$ cat src/rtl/addr_calc_arb_if.sv
// Shared RAM address bus: registered address, valid and direction.
// master drives addr/addr_valid/addr_wr, slave observes them.
interface addr_calc_arb_if #(
  parameter int ADDR_W = 32
) ();
  logic [ADDR_W-1:0] addr;
  logic              addr_valid;
  logic              addr_wr;

  modport master (
    output addr,
    output addr_valid,
    output addr_wr
  );

  modport slave (
    input addr,
    input addr_valid,
    input addr_wr
  );
endinterface

$ cat src/rtl/addr_calc_arb.sv
// Address generator and read/write arbiter for N_CH accelerator channels.
// Ports: clk/rst, offset/filesize job setup, ch_enable, rd/wr_pause,
//   bus (addr/addr_valid/addr_wr), rd_done/wr_done, busy, err.
module addr_calc_arb #(
  parameter int ADDR_W       = 32,
  parameter int N_CH         = 3,
  parameter int STRIDE_SHIFT = 2
) (
  input  logic              clk,
  input  logic              rst,
  input  logic [ADDR_W-1:0] offset,
  input  logic [ADDR_W-1:0] filesize,
  input  logic [N_CH-1:0]   ch_enable,
  input  logic [N_CH-1:0]   rd_pause,
  input  logic [N_CH-1:0]   wr_pause,
  addr_calc_arb_if.master   bus,
  output logic [N_CH-1:0]   rd_done,
  output logic [N_CH-1:0]   wr_done,
  output logic              busy,
  output logic              err
);

  localparam int CH_W = (N_CH > 1) ? $clog2(N_CH) : 1;

  localparam logic [1:0] S_IDLE = 2'd0;
  localparam logic [1:0] S_RUN  = 2'd1;
  localparam logic [1:0] S_DONE = 2'd2;

  logic [1:0]        state;
  logic [ADDR_W-1:0] base;
  logic [ADDR_W-1:0] words;
  logic [ADDR_W-1:0] rd_cnt;
  logic [ADDR_W-1:0] wr_cnt;
  logic [CH_W-1:0]   ch;
  logic              last_wr;
  logic [N_CH-1:0]   en_q;

  logic [CH_W-1:0]   en_idx;
  logic [N_CH-1:0]   ch_mask;
  logic [N_CH-1:0]   rise;
  logic              onehot;
  logic              multi;
  logic              en_ch;
  logic              fin;
  logic              rd_ok;
  logic              wr_ok;
  logic              go;
  logic              gnt_rd;
  logic              gnt_wr;
  logic              err_n;

  always_comb begin
    en_idx = '0;
    for (int i = 0; i < N_CH; i++) begin
      if (ch_enable[i]) en_idx = CH_W'(i);
    end
  end

  assign onehot  = (ch_enable != '0) &&
                   ((ch_enable & (ch_enable - 1'b1)) == '0);
  assign multi   = (ch_enable != '0) && !onehot;
  assign ch_mask = N_CH'(1) << ch;
  assign rise    = ch_enable & ~en_q;
  assign en_ch   = ch_enable[ch];
  assign fin     = (rd_cnt == words) && (wr_cnt == words);

  // A write may only follow a word that has already been read.
  assign rd_ok = (rd_cnt < words) && !rd_pause[ch];
  assign wr_ok = (wr_cnt < rd_cnt) && !wr_pause[ch];
  assign go    = (state == S_RUN) && en_ch && !fin;

  // Contested grants alternate; last_wr starts at 1 so read wins first.
  assign gnt_rd = go && rd_ok && (!wr_ok || last_wr);
  assign gnt_wr = go && wr_ok && !gnt_rd;

  // err fires on the edge of a bad pattern, not for as long as it is held.
  assign err_n =
    ((state == S_IDLE) && multi && (rise != '0)) ||
    ((state == S_RUN) && en_ch && ((rise & ~ch_mask) != '0));

  always_ff @(posedge clk) begin
    if (rst) begin
      state          <= S_IDLE;
      base           <= '0;
      words          <= '0;
      rd_cnt         <= '0;
      wr_cnt         <= '0;
      ch             <= '0;
      last_wr        <= 1'b1;
      en_q           <= '0;
      err            <= 1'b0;
      bus.addr       <= '0;
      bus.addr_valid <= 1'b0;
      bus.addr_wr    <= 1'b0;
    end else begin
      en_q           <= ch_enable;
      err            <= err_n;
      bus.addr_valid <= 1'b0;
      unique case (state)
        S_IDLE: begin
          if (onehot) begin
            base    <= offset;
            words   <= filesize >> STRIDE_SHIFT;
            ch      <= en_idx;
            rd_cnt  <= '0;
            wr_cnt  <= '0;
            last_wr <= 1'b1;
            if ((filesize >> STRIDE_SHIFT) == '0)
              state <= S_DONE;
            else
              state <= S_RUN;
          end
        end
        S_RUN: begin
          if (!en_ch) begin
            state <= S_IDLE;
          end else if (fin) begin
            state <= S_DONE;
          end else begin
            unique case (1'b1)
              gnt_rd: begin
                bus.addr       <= base + rd_cnt;
                bus.addr_wr    <= 1'b0;
                bus.addr_valid <= 1'b1;
                rd_cnt         <= rd_cnt + 1'b1;
                last_wr        <= 1'b0;
              end
              gnt_wr: begin
                bus.addr       <= base + wr_cnt;
                bus.addr_wr    <= 1'b1;
                bus.addr_valid <= 1'b1;
                wr_cnt         <= wr_cnt + 1'b1;
                last_wr        <= 1'b1;
              end
              default: ;
            endcase
          end
        end
        S_DONE: begin
          if (!en_ch) state <= S_IDLE;
        end
        default: state <= S_IDLE;
      endcase
    end
  end

  always_comb begin
    rd_done = '0;
    wr_done = '0;
    if (state != S_IDLE) begin
      rd_done[ch] = (rd_cnt == words);
      wr_done[ch] = (wr_cnt == words);
    end
  end

  assign busy = (state == S_RUN);

endmodule

$ cat src/flat_wrapper.sv
// flat-port wrapper written by rule: the top's interface ports become plain ports
module addr_calc_arb_flat 
#(
  parameter int ADDR_W       = 32,
  parameter int N_CH         = 3,
  parameter int STRIDE_SHIFT = 2
)
  (clk, rst, offset, filesize, ch_enable, rd_pause, wr_pause, rd_done, wr_done, busy, err, bus_addr, bus_addr_valid, bus_addr_wr);
  addr_calc_arb_if #(.ADDR_W(ADDR_W)) bus_i ();
  input  logic clk;
  input  logic rst;
  input  logic [ADDR_W-1:0] offset;
  input  logic [ADDR_W-1:0] filesize;
  input  logic [N_CH-1:0] ch_enable;
  input  logic [N_CH-1:0] rd_pause;
  input  logic [N_CH-1:0] wr_pause;
  output logic [N_CH-1:0] rd_done;
  output logic [N_CH-1:0] wr_done;
  output logic busy;
  output logic err;
  output wire logic [$bits(bus_i.addr)-1:0] bus_addr;
  output wire logic [$bits(bus_i.addr_valid)-1:0] bus_addr_valid;
  output wire logic [$bits(bus_i.addr_wr)-1:0] bus_addr_wr;
  assign bus_addr = bus_i.addr;
  assign bus_addr_valid = bus_i.addr_valid;
  assign bus_addr_wr = bus_i.addr_wr;
  addr_calc_arb #(.ADDR_W(ADDR_W), .N_CH(N_CH), .STRIDE_SHIFT(STRIDE_SHIFT)) u_core (.clk(clk), .rst(rst), .offset(offset), .filesize(filesize), .ch_enable(ch_enable), .rd_pause(rd_pause), .wr_pause(wr_pause), .bus(bus_i), .rd_done(rd_done), .wr_done(wr_done), .busy(busy), .err(err));
endmodule
$ cat config.mk
export PLATFORM = sky130hd
export DESIGN_NAME = addr_calc_arb_flat
export DESIGN_NICKNAME = d
export VERILOG_FILES = /design/src/rtl/addr_calc_arb_if.sv /design/src/rtl/addr_calc_arb.sv /design/src/flat_wrapper.sv
export SDC_FILE = /design/constraint.sdc
export NUM_CORES = 1
export LEC_CHECK = 0
export CORE_MARGIN = 8
export CORE_UTILIZATION = 30
export CTS_CLUSTER_DIAMETER = 60
export DETAILED_ROUTE_END_ITERATION = 12
export RECOVER_POWER = 50
export SETUP_SLACK_MARGIN = 0.3
export SLEW_MARGIN = 20
export SYNTH_ARGS = -nofsm -noshare
export SYNTH_HDL_FRONTEND = slang
export SYNTH_SLANG_ARGS = --single-unit
$ cat constraint.sdc
create_clock -name clk -period 12.1 [get_ports clk]
set_input_delay 1.21 -clock clk [delete_from_list [all_inputs] [get_ports clk]]
set_output_delay 1.21 -clock clk [all_outputs]
set_load 0.02 [all_outputs]
Word level (Yosys, flattened, before mapping)

Cells that the tools add are included.

Eq/ne operators: 12
Reduce and logical (&&, ||, !) cells: 40
Add/subtract/negate cells: 5
Order comparisons: 4
Mux-type cells: 34
Bitwise logic cells: 10
Shift operators: 1

Operators with widths:

| cell                                           | count |
|---|---|
| 2-to-1 mux 32 bit                              | 7 |
| case mux 32 bit (2 select lines)               | 3 |
| adder 32 x 1 -> 32 bit (second input constant) | 2 |
| adder 32 bit                                   | 2 |
| equality test 32 x 30 -> 1 bit                 | 2 |
| zero test 32 bit                               | 1 |
| less-than comparator 32 x 30 -> 1 bit          | 1 |
| less-than comparator 32 bit                    | 1 |
| AND 3 bit                                      | 5 |
| logical AND 1 bit                              | 15 |
| AND reduction 5 bit                            | 3 |
| 2-to-1 mux 2 bit                               | 6 |
| 2-to-1 mux 1 bit                               | 9 |
| nonzero test 3 bit                             | 3 |
| != test 2 x 1 -> 1 bit (second input constant) | 4 |
| binary-select mux 1 bit (select 2 bit)         | 3 |
| zero test 1 bit                                | 6 |
| 2-to-1 mux 3 bit                               | 2 |
| NOT 3 bit                                      | 2 |
| case mux 2 bit (3 select lines)                | 1 |
| nonzero test 2 bit                             | 3 |
| != test 2 bit (second input constant)          | 2 |
| case mux 1 bit (2 select lines)                | 2 |
| AND reduction 4 bit                            | 1 |
| other kinds (17)                               | 20 |

Output and inout port bits: 42
Bits in registers: 169
Bits of input ports: 75

Logic depth before layout (Yosys ltp)

Gate-level depths: netlist of run 1.

Depth in word-level cells: 13
Mapped depth: 23

Worst setup path before layout of run 1

Ideal clock, no wire load.

Path type: input -> register
Start: input rd_pause[2]
End: register u_core.bus.addr[26]
Arrival: 5660 ps
Cell stages on the path: 18
Setup slack: 6314 ps
Setup time: 125 ps
Path buffers: 2
Required time: 11975 ps
Cells stage by stage: a2111oi_0 > o21ai_0 > nor4_2 > a211o_4 > buf_6 > buf_4 > mux2_2 > ha_1 > fa_1 > a211oi_1 > nor2_1 > o211a_1 > o41ai_1 > o31ai_1 > o41a_1 > a31oi_1 > xor2_1 > o21ai_0

Word-level cells in the longest chain between the ends: 10

RTL lines:

| item                                       | line                   | source |
|---|---|---|
| start, declared                            | flat_wrapper.sv:15     | `input logic [N_CH-1:0] rd_pause;` |
| binary-select mux 1 bit (select 2 bit) (*) | addr_calc_arb.sv:68    | `assign rd_ok = (rd_cnt < words) && !rd_pause[ch];` |
| 2-to-1 mux 1 bit (not written as such) (*) | addr_calc_arb.sv:68    |  |
| zero test 1 bit (*)                        | addr_calc_arb.sv:68    |  |
| logical AND 1 bit (*)                      | addr_calc_arb.sv:68    |  |
| logical AND 1 bit (*) (2 in series)        | addr_calc_arb.sv:73    | `assign gnt_rd = go && rd_ok && (!wr_ok \|\| last_wr);` |
| zero test 1 bit                            | addr_calc_arb.sv:74    | `assign gnt_wr = go && wr_ok && !gnt_rd;` |
| logical AND 1 bit                          | addr_calc_arb.sv:74    |  |
| nonzero test 2 bit (no source line)        | n/a                    |  |
| AND reduction 4 bit (no source line)       | n/a                    |  |
| end signal, assigned                       | addr_calc_arb.sv:122   | `bus.addr <= base + rd_cnt;` |
| end signal, assigned                       | addr_calc_arb.sv:129   | `bus.addr <= base + wr_cnt;` |
| end, declared                              | addr_calc_arb_if.sv:11 | `output addr,` |

Mark *: on every way between the ends. The rest lies on a longest branch, timed or not. The select of a mux whose other input is x is not followed.
A chain may end at the register's enable or synchronous reset.

Worst setup path after layout of run 1

Start: input rd_pause[2]
End: register u_core.bus.addr[24]

The elaborated chain is that of the path after synthesis.

==> metrics.csv, run 1 <==
metric,value,unit
status,"finished, violations left",
violated checks,"capacitance limit, slew limit",
die extent in x,205,µm
register share of total power,43.5,%
Final GP Congestion,0.964,
Worst slew margin,-170,%
Crit. Startpoint,rd_pause[2],
Final setup viols,0,
root buffer cell,clkbuf_16,
cts hold-fix bufs,0,
# diodes,0,
fin. max-slew vios,156,
Syn Area/Cell,8.01,µm²
initial DRC count,602,
Peak VDD IR,0.000101,V
aggregate global-route resource usage,15.6,%
PostCTS Resize Cnt,0,
Final Cycle Share,60.2,%
r2r startpoint,u_core.words[28],
syn_nets,1508,
CTS tree,built,
grt ovf,0,
Hold Fails Final Rpt,0,
Critical Path RT,12.27,ns
yosys warns,0,
# clock sinks,169,
dpl hpwl,24600,µm
number of synthesized flops with an enable pin,0,
Core ar.,35400,µm²
first-pass GRT wire length,52300,µm
Yosys reg bits,169,
leakage,5.05,nW
Fill cells,3708,
minimum clock period,7.29,ns
post-synthesis async set-or-reset flop share,0,%
DRT Pass-1 Iters,5,
starting density of the core,30.3,%
leading area contributor after synthesis,dfxtp_1,
Overall Power,1.38,mW
final setup TNS,0,ns
Layout area overhead,19.6,%
placed cell areas,12200,µm²
average vias per placed instance,5.09,
Max Cap Viol,2,
die area,42000,µm²
Die Y,205,µm
area share of the largest cell type after synthesis,31.6,%
DRC,0,
Unique masters post-synth,72,
Slew @ Worst Pin,4.05,ns
Finished Cell Area,12800,µm²
"Reg clk slew, reported paths",0.07,ns
CTS Buffer Depth,2,
initial antenna violation count,0,
crit end category,flop,
port bufs,114,
clk_lat worst skew,0.44,ns
Commonest cells post-synth,"nand2_1 (196), dfxtp_1 (169), a21oi_1 (136), nor2_1 (126), ha_1 (94)",
Worst Skew,0.0138,ns
vias in the first global route,9485,
largest net degree at the start of global routing,90,
routed via count,9614,
internal power,0.982,mW
sequential share of the synthesized area,31.6,%
Main synth FF type,dfxtp_1,
Critical Path Fanout Max,69,
Rows,69,
critical path arrival,7.46,ns
clock group share of total power,40.9,%
Post-CTS Setup Bufs,0,
Worst Hold Class,flop to flop,
Detailed Route WL,32500,µm
Final nets,1586,
Syn Inst Count,1338,
Logic pwr share,15.5,%
Area contributors post-synth,"dfxtp_1 (32%), ha_1 (11%), nand2_1 (6.9%), a21oi_1 (6.4%), xnor2_1 (6.2%)",
CP startpoint kind,input pin,
RSZ-0062 raised after global routing,no,
Sw Ratio,29.0,%
Sw Pwr,0.400,mW
layout cells sized above 1,6.44,%
post-route ant nets,0,
"count leader, synth",nand2_1,
category of the most critical setup path,input pin to flop,
Power Dens Cells,108,nW/µm²
routed len/inst,17.2,µm
critical hold path startpoint,u_core.bus.addr[9],
Num CTS Buffers,17,
fmax,137,MHz
Mapped Area,10700,µm²
H-tree levels,4,
Top-Level Pins,117,
==> worst max-delay path, cell delays in order <==
cell             delay, ns
clkdlybuf4s50_1       0.43
a2111oi_0             0.62
o21ai_0               0.30
nor4_2                0.77
a211o_4               0.82
mux2_2                0.41
ha_1                  0.22
fa_1                  0.45
a211oi_1              0.23
nor2_1                0.13
o211a_1               0.28
o41ai_1               0.49
buf_4                 0.22
o31ai_1               0.13
o41a_1                0.37
xor2_1                0.16
mux2i_1               0.13
nor2_1                0.05
==> metrics by stage <==
stage | cells | util (%) | hold WS [ns] | setup slack, ns
detailed placement | 1858 | 34.6 | 0.453 | 4.43
floorplan | 1338 | - | 0.441 | 6.31
global placement | 1858 | 34.6 | 0.445 | 4.48
finish | 1890 | 36.2 | 0.460 | 4.81
global route | 1890 | 36.2 | 0.486 | 4.49
CTS | 1890 | 36.2 | 0.463 | 4.87
==> cells by family after synthesis <==
family,share of synthesized area (%)
AOI/OAI and AO/OA,19.1
adders and majority gates,11.2
xor gates and xnor gates,7.69
and+or+nand+nor,20.4
muxes,4.47
buffers and inverters,5.58
DFF,31.6
==> path summary, 6_finish.rpt <==
path	depth (start not counted)	slack (ns)	to
worst max-delay path	18	4.81	u_core.bus.addr[24]
worst min-delay path	2	0.46	u_core.bus.addr[9]
worst max register to register	21	5.22	u_core.bus.addr[24]
worst min register to register	2	0.46	u_core.bus.addr[9]
==> state kept, by name, summed over array words and instances, names as in the netlist <==
register and cells:
u_core.base 32, u_core.bus.addr 32, u_core.bus.addr_valid 1, u_core.bus.addr_wr 1
u_core.ch 2, u_core.en_q 3, u_core.err 1, u_core.last_wr 1
u_core.rd_cnt 32, u_core.state 2, u_core.words 30, u_core.wr_cnt 32
==> routing by layer <==
layer | up-vias | global-route usage [%] | routed length [µm]
li1 | 4848 | - | -
met1 | 4511 | 20.8 | 15500
met2 | 211 | 24.8 | 14800
met3 | 44 | 3.07 | 1520
met4 | 0 | 5.16 | 748
met5 | - | 0 | 0
==> cell type report <==
| class | count | area [µm²] | area share [%] |
|---|---|---|---|
| inverters | 87 | 327 | 2.55 |
| clock inverters | 12 | 140 | 1.09 |
| clock buffers | 20 | 457 | 3.56 |
| well taps | 461 | 577 | 4.50 |
| flip-flops and latches | 169 | 3380 | 26.4 |
| repair buffers | 121 | 1180 | 9.21 |
| multi-input cells | 1020 | 6750 | 52.7 |
==> placed cells by master (no fill, tap or decap), types with 21 or more instances in the layout <==
cell	Yosys	layout
mux2i_1	22	22
clkdlybuf4s50_1	0	76
a21o_1	28	28
xnor2_1	76	76
dlygate4sd3_1	0	37
ha_1	94	94
dfxtp_1	169	169
nor3_1	21	21
o21ai_0	37	37
mux2_2	23	23
nand4_1	31	31
nand2_1	196	196
a21oi_1	136	136
inv_1	87	87
nand3_1	34	34
nor2_1	126	126
==> power by group through the flow <==
stage	clock [mW]	combinational, mW	sequential [mW]
2_1_floorplan	0	0.138	0.607
3_3_place_gp	0	0.212	0.614
3_5_place_dp	0	0.214	0.615
4_1_cts	0.576	0.216	0.602
5_1_grt	0.596	0.239	0.605
6_report	0.566	0.215	0.602
No activity file was read; power rests on OpenSTA's default activity.
==> inputs of run 2 (changes only) <==
==> constraint.sdc (replaced) <==
create_clock -name clk -period 6.5 [get_ports clk]
set_input_delay 0.65 -clock clk [delete_from_list [all_inputs] [get_ports clk]]
set_output_delay 0.65 -clock clk [all_outputs]
set_load 0.02 [all_outputs]
==> run 2 against run 1 <==
Net effect:
- the flow still finishes with violations (capacitance limit, slew limit)
- cell count up 0.32%
- count of clock-buffer cells in the layout rose by 1
- combinational power increased by 93%
- worst hold slack is essentially flat
- final area rose by 0.72%
- sequential power increased by 86%
- register-to-register slack lost 4.6 ns
- critical endpoint unchanged
- largest power group unchanged
==> metrics.csv, run 2 (synthesis results as in run 1) <==
metric,value,unit
aggregate global-route resource usage,15.8,%
# clock sinks,169,
Die Y,205,µm
CP cell instances,inv_1 > ha_1 > nor3b_2 > nand4_1 > or4_4 > or3_1 > o21ai_2 > a211o_4 > mux2_2 > ha_1 > fa_1 > a211oi_1 > nor2_1 > o211a_1 > o41ai_1 > buf_4 > o31ai_2 > o41a_1 > xor2_1 > mux2i_1 > nor2_1,
CP startpoint kind,flop,
root buffer cell,clkbuf_16,
Rows,69,
Power Dens Cells,201,nW/µm²
clk_lat worst skew,0.43,ns
H-tree levels,4,
CTS Buffer Depth,2,
routed via count,9758,
"Reg clk slew, reported paths",0.06,ns
violated checks,"capacitance limit, slew limit",
hold-critical path endpoint,u_core.base[18],
first-pass GRT wire length,52600,µm
Final setup viols,0,
largest net degree at the start of global routing,88,
DP Worst Slack,0.500,ns
Top-Level Pins,117,
DRC,0,
status,"finished, violations left",
Final GP Congestion,0.919,
placed cell areas,12300,µm²
leakage,5.10,nW
Layout area overhead,20.5,%
final setup TNS,0,ns
grt ovf,0,
Finished Cell Area,12900,µm²
"commonest non-fill, non-tap cell in the layout",nand2_1,
Final Cycle Share,90.9,%
most frequent cells in the layout,"nand2_1 (196), dfxtp_1 (169), a21oi_1 (135), nor2_1 (125), ha_1 (94)",
vias in the first global route,9484,
Worst Skew,0.0115,ns
initial antenna violation count,0,
Num CTS Buffers,17,
minimum clock period,5.91,ns
starting density of the core,30.3,%
port bufs,114,
fin. max-slew vios,154,
fmax,169,MHz
Core ar.,35400,µm²
critical hold path startpoint,u_core.base[18],
CTS tree,built,
DRT Pass-1 Iters,5,
category of the most critical setup path,flop to flop,
WP buf/inv,2,
Critical Path Fanout Max,13,
die extent in x,205,µm
Final nets,1593,
worst-case reg-to-reg path depth,21,
critical path arrival,6.07,ns
die area,42000,µm²
R2R Setup Slk,0.59,ns
post-route ant nets,0,
RSZ-0062 raised after global routing,no,
r2r startpoint,u_core.words[28],
Hold Path Depth,2,
# diodes,0,
final setup margin,0.591,ns
reg-to-reg endpoint,u_core.bus.addr[24],
dpl hpwl,25300,µm
Hold Fails Final Rpt,0,
Worst slew margin,-164,%
initial DRC count,598,
Critical Path RT,6.66,ns
CP top delay family,compound AO/OA/AOI/OAI gates,
layout cells sized above 1,7.11,%
highest cell delay on the worst timing path,0.63,ns
Post-CTS Setup Bufs,0,
Detailed Route WL,33100,µm
Max Cap Viol,2,
Peak VDD IR,0.000200,V
Worst Hold Class,flop to flop,
Slew @ Worst Pin,3.96,ns
routed len/inst,17.5,µm
Fill cells,3712,
crit end category,flop,
average vias per placed instance,5.15,
"Slowest-stage cell, CP",or4_4,
## run 2: changes by cell type in the layout (fill, tap and decap cells not counted), sizes merged
cell      before  now
buf            5   12
bufinv         2    3
clkbuf        23   24
clkinv         3    5
clkinvlp       3    2
inv           91   87
## run 2: per-stage QoR
step           instances  utilization (%)  power (mW)  hold slack, ns
6_report            1896             36.5        2.59           0.461
5_1_grt             1896             36.5        2.70           0.487
4_1_cts             1896             36.4        2.62           0.462
3_5_place_dp        1865             34.7        1.55           0.451
3_3_place_gp        1865             34.7        1.54           0.450
2_1_floorplan       1338                -        1.39           0.441
## run 2: worst max path at each step
| stage | from | end | slack, ns | cells past startpoint |
|---|---|---|---|---|
| after CTS | u_core.words[28] | u_core.bus.addr[26] | 0.46 | 21 |
| after floorplan | u_core.words[27] | u_core.bus.addr[26] | 0.86 | 22 |
| after detailed placement | u_core.words[28] | u_core.bus.addr[26] | 0.50 | 21 |
| final | u_core.words[28] | u_core.bus.addr[24] | 0.59 | 21 |
| after global placement | u_core.words[28] | u_core.bus.addr[26] | 0.49 | 21 |
| after global routing | u_core.words[28] | u_core.bus.addr[24] | 0.21 | 21 |
## run 2: power breakdown
| group | total (mW) | internal, mW | switching [mW] |
|---|---|---|---|
| clock network | 1.06 | 0.625 | 0.435 |
| registers | 1.12 | 1.08 | 0.0389 |
| logic | 0.414 | 0.162 | 0.251 |
## run 2: repair_timing
item | CTS | global route
endpoints found under the setup margin | 0 | 6
hold buffers | 0 | 0
gates resized for setup | 0 | 5
## run 2: layout make-up
| class | instances | area, µm² | area share [%] |
|---|---|---|---|
| clock buffers | 21 | 460 | 3.57 |
| multi-input cells | 1020 | 6770 | 52.4 |
| inverters | 87 | 327 | 2.53 |
| clock inverters | 10 | 145 | 1.12 |
| repair buffers | 128 | 1240 | 9.65 |
| well taps | 461 | 577 | 4.47 |
| flip-flops and latches | 169 | 3380 | 26.2 |
## run 2: tightest hold or removal path: cells and delay by family (launching register included)
kind	cells	cell delay, ns
AO/OA/AOI/OAI	1	0.05
flip-flops	1	0.31
AND/OR/NAND/NOR	1	0.05
## run 2: layer usage
layer	vias to the layer above	track usage [%]	wire (µm)
met5	-	0	0
met4	0	6.31	1100
met3	42	3.02	1540
met2	248	24.9	14800
met1	4611	20.9	15700
li1	4857	-	-
==> inputs of run 3 (changes only) <==
--- a/config.mk
+++ b/config.mk
@@ -5,10 +5,12 @@
 export SDC_FILE = /design/constraint.sdc
 export NUM_CORES = 1
 export LEC_CHECK = 0
+export ABC_AREA = 1
 export CORE_MARGIN = 8
 export CORE_UTILIZATION = 30
 export CTS_CLUSTER_DIAMETER = 60
 export DETAILED_ROUTE_END_ITERATION = 12
+export MAX_ROUTING_LAYER = met4
 export RECOVER_POWER = 50
 export SETUP_SLACK_MARGIN = 0.3
 export SLEW_MARGIN = 20
==> run 3 against run 2 <==
Net effect:
- the flow still finishes with violations (capacitance limit, slew limit)
- register-to-register slack improved by 0.35 ns
- total power up 12%
- critical path type unchanged
- via count increased by 22%
==> metrics.csv, run 3 <==
metric,value,unit
status,"finished, violations left",
violated checks,"capacitance limit, slew limit",
category of the most critical setup path,flop to flop,
number of synthesized flops with an enable pin,0,
"count leader, synth",nand2_1,
Final setup viols,0,
Slew @ Worst Pin,2.61,ns
Final GP Congestion,0.976,
final setup TNS,0,ns
area share of the largest cell type after synthesis,29.4,%
highest cell delay on the worst timing path,0.46,ns
worst-case reg-to-reg path depth,26,
"commonest non-fill, non-tap cell in the layout",nand2_1,
CP top delay family,compound AO/OA/AOI/OAI gates,
vias in the first global route,11100,
post-synthesis async set-or-reset flop share,0,%
Rows,72,
WP buf/inv,2,
DRT Pass-1 Iters,5,
met2 WL,17900,µm
most frequent cells in the layout,"nand2_1 (380), nor2_1 (207), a21oi_1 (190), inv_1 (174), dfxtp_1 (169)",
DP Worst Slack,0.927,ns
dpl hpwl,30400,µm
Max Cap Viol,3,
Syn Inst Count,1740,
Util after Layout,35.6,%
Peak VDD IR,0.000177,V
CTS Buffer Depth,2,
PostCTS Resize Cnt,0,
layout cells sized above 1,3.60,%
Power Dens Cells,213,nW/µm²
syn_nets,1910,
H-tree levels,4,
minimum clock period,5.56,ns
largest net degree at the start of global routing,96,
Unique masters post-synth,47,
port bufs,114,
Hold Path Depth,2,
crit end category,flop,
die area,44900,µm²
sequential share of the synthesized area,29.4,%
aggregate global-route resource usage,17.6,%
grt ovf,0,
Levels on crit path,26,
routed via count,11900,
Area contributors post-synth,"dfxtp_1 (29%), nand2_1 (12%), ha_1 (10%), a21oi_1 (8.3%), o21ai_0 (6.9%)",
root buffer cell,clkbuf_16,
initial DRC count,788,
RSZ-0062 raised after global routing,no,
CP startpoint kind,flop,
Final Cycle Share,85.6,%
Syn Area/Cell,6.62,µm²
routed metal-1 wirelength,17900,µm
Core ar.,38300,µm²
DRC,0,
Worst Skew,0.0169,ns
Worst slew margin,-73.9,%
first-pass GRT wire length,60900,µm
clk_lat worst skew,0.44,ns
Yosys reg bits,169,
CTS tree,built,
Critical Path RT,6.79,ns
starting density of the core,30.1,%
Post-CTS Setup Bufs,0,
fmax,180,MHz
Num CTS Buffers,17,
routed len/inst,16.6,µm
Die Y,212,µm
uppermost layer routed,met4,
post-route ant nets,0,
leakage,5.44,nW
Main synth FF type,dfxtp_1,
Most common cell on crit path,nand2_1,
Top-Level Pins,117,
"Reg clk slew, reported paths",0.08,ns
initial antenna violation count,0,
"Slowest-stage cell, CP",dfxtp_1,
average vias per placed instance,5.04,
Mapped Area,11500,µm²
Layout area overhead,18.3,%
Final nets,1991,
die extent in x,212,µm
final setup margin,0.937,ns
Worst Hold Class,flop to flop,
fin. max-slew vios,151,
leading area contributor after synthesis,dfxtp_1,
routed length on met3,2390,µm
Hold Fails Final Rpt,0,
yosys warns,0,
cts hold-fix bufs,0,
critical path arrival,5.85,ns
# diodes,0,
Critical Path Fanout Max,34,
Detailed Route WL,39100,µm
# clock sinks,169,
Commonest cells post-synth,"nand2_1 (380), nor2_1 (207), a21oi_1 (190), inv_1 (176), dfxtp_1 (169)",
-- run 3: cell types whose count changed after synthesis, moves of 23 or more --
cell,change
nor2_1,+81
xnor2_1,-39
a21o_1,-23
a21oi_1,+54
nor3_1,+24
nand2_1,+184
inv_1,+89
o21ai_0,+123
mux2_2,-23
-- run 3: logic make-up after synthesis --
kind of cell,count (synthesis),share of synthesized area [%]
compound gates,394,18.0
flops,169,29.4
buf+inv,246,8.55
xor+xnor,69,5.24
simple gates,767,28.5
fa+ha+maj,95,10.4
-- run 3: cell type report --
| class | count | area, µm² |
|---|---|---|
| repair buffers | 122 | 1180 |
| flip-flops and latches | 169 | 3380 |
| fillers | 4121 | 24700 |
| clock buffers | 18 | 429 |
| multi-input cells | 1325 | 7150 |
| well taps | 518 | 648 |
| clock inverters | 14 | 139 |
| inverters | 186 | 703 |
-- run 3: metal layers --
layer	global-route usage [%]	vias to the layer above
met2	28.3	332
met1	22.5	5514
met5	-	-
met4	5.10	0
met3	3.10	53
li1	-	5961
-- run 3: worst paths after layout --
check / from / end / slack (ns)
min: u_core.bus.addr[1] / u_core.bus.addr[1] / 0.48
max reg2reg: u_core.rd_cnt[5] / u_core.bus.addr[28] / 0.94
max: u_core.rd_cnt[5] / u_core.bus.addr[28] / 0.94
min reg2reg: u_core.bus.addr[1] / u_core.bus.addr[1] / 0.48
-- run 3: report_power, final --
group / leakage [nW] / switching, mW / internal (mW)
combinational: 3.80 / 0.459 / 0.242
sequential: 1.38 / 0.0601 / 1.13
clock: 0.259 / 0.481 / 0.537
-- run 3: through the flow --
step	instance area, µm²	hold slack, ns	power (mW)	std cells
global placement	13100	0.466	1.91	2320
finish	13600	0.483	2.90	2352
global route	13600	0.510	3.06	2352
detailed placement	13100	0.476	1.92	2320
floorplan	11500	0.445	1.68	1740
CTS	13700	0.491	2.93	2352
-- run 3: worst reg2reg max path: stages (launching register included) --
cell and delay, ns:
dfxtp_1 0.46, inv_1 0.13, ha_1 0.31, a21oi_1 0.15, nor2_1 0.05, nor3_1 0.12
nand2_1 0.10, nand2_1 0.06, nand2_1 0.08, nand2_1 0.13, nand2_1 0.10, nor2_4 0.18
nand2_4 0.24, nand2_4 0.16, nand2_4 0.24, inv_4 0.34, a22oi_1 0.18, ha_1 0.25
fa_1 0.41, nand3_1 0.09, nand2_1 0.08, a21oi_1 0.34, o21ai_1 0.22, a21boi_0 0.40
o21ai_0 0.28, xor2_1 0.21, a21oi_1 0.08
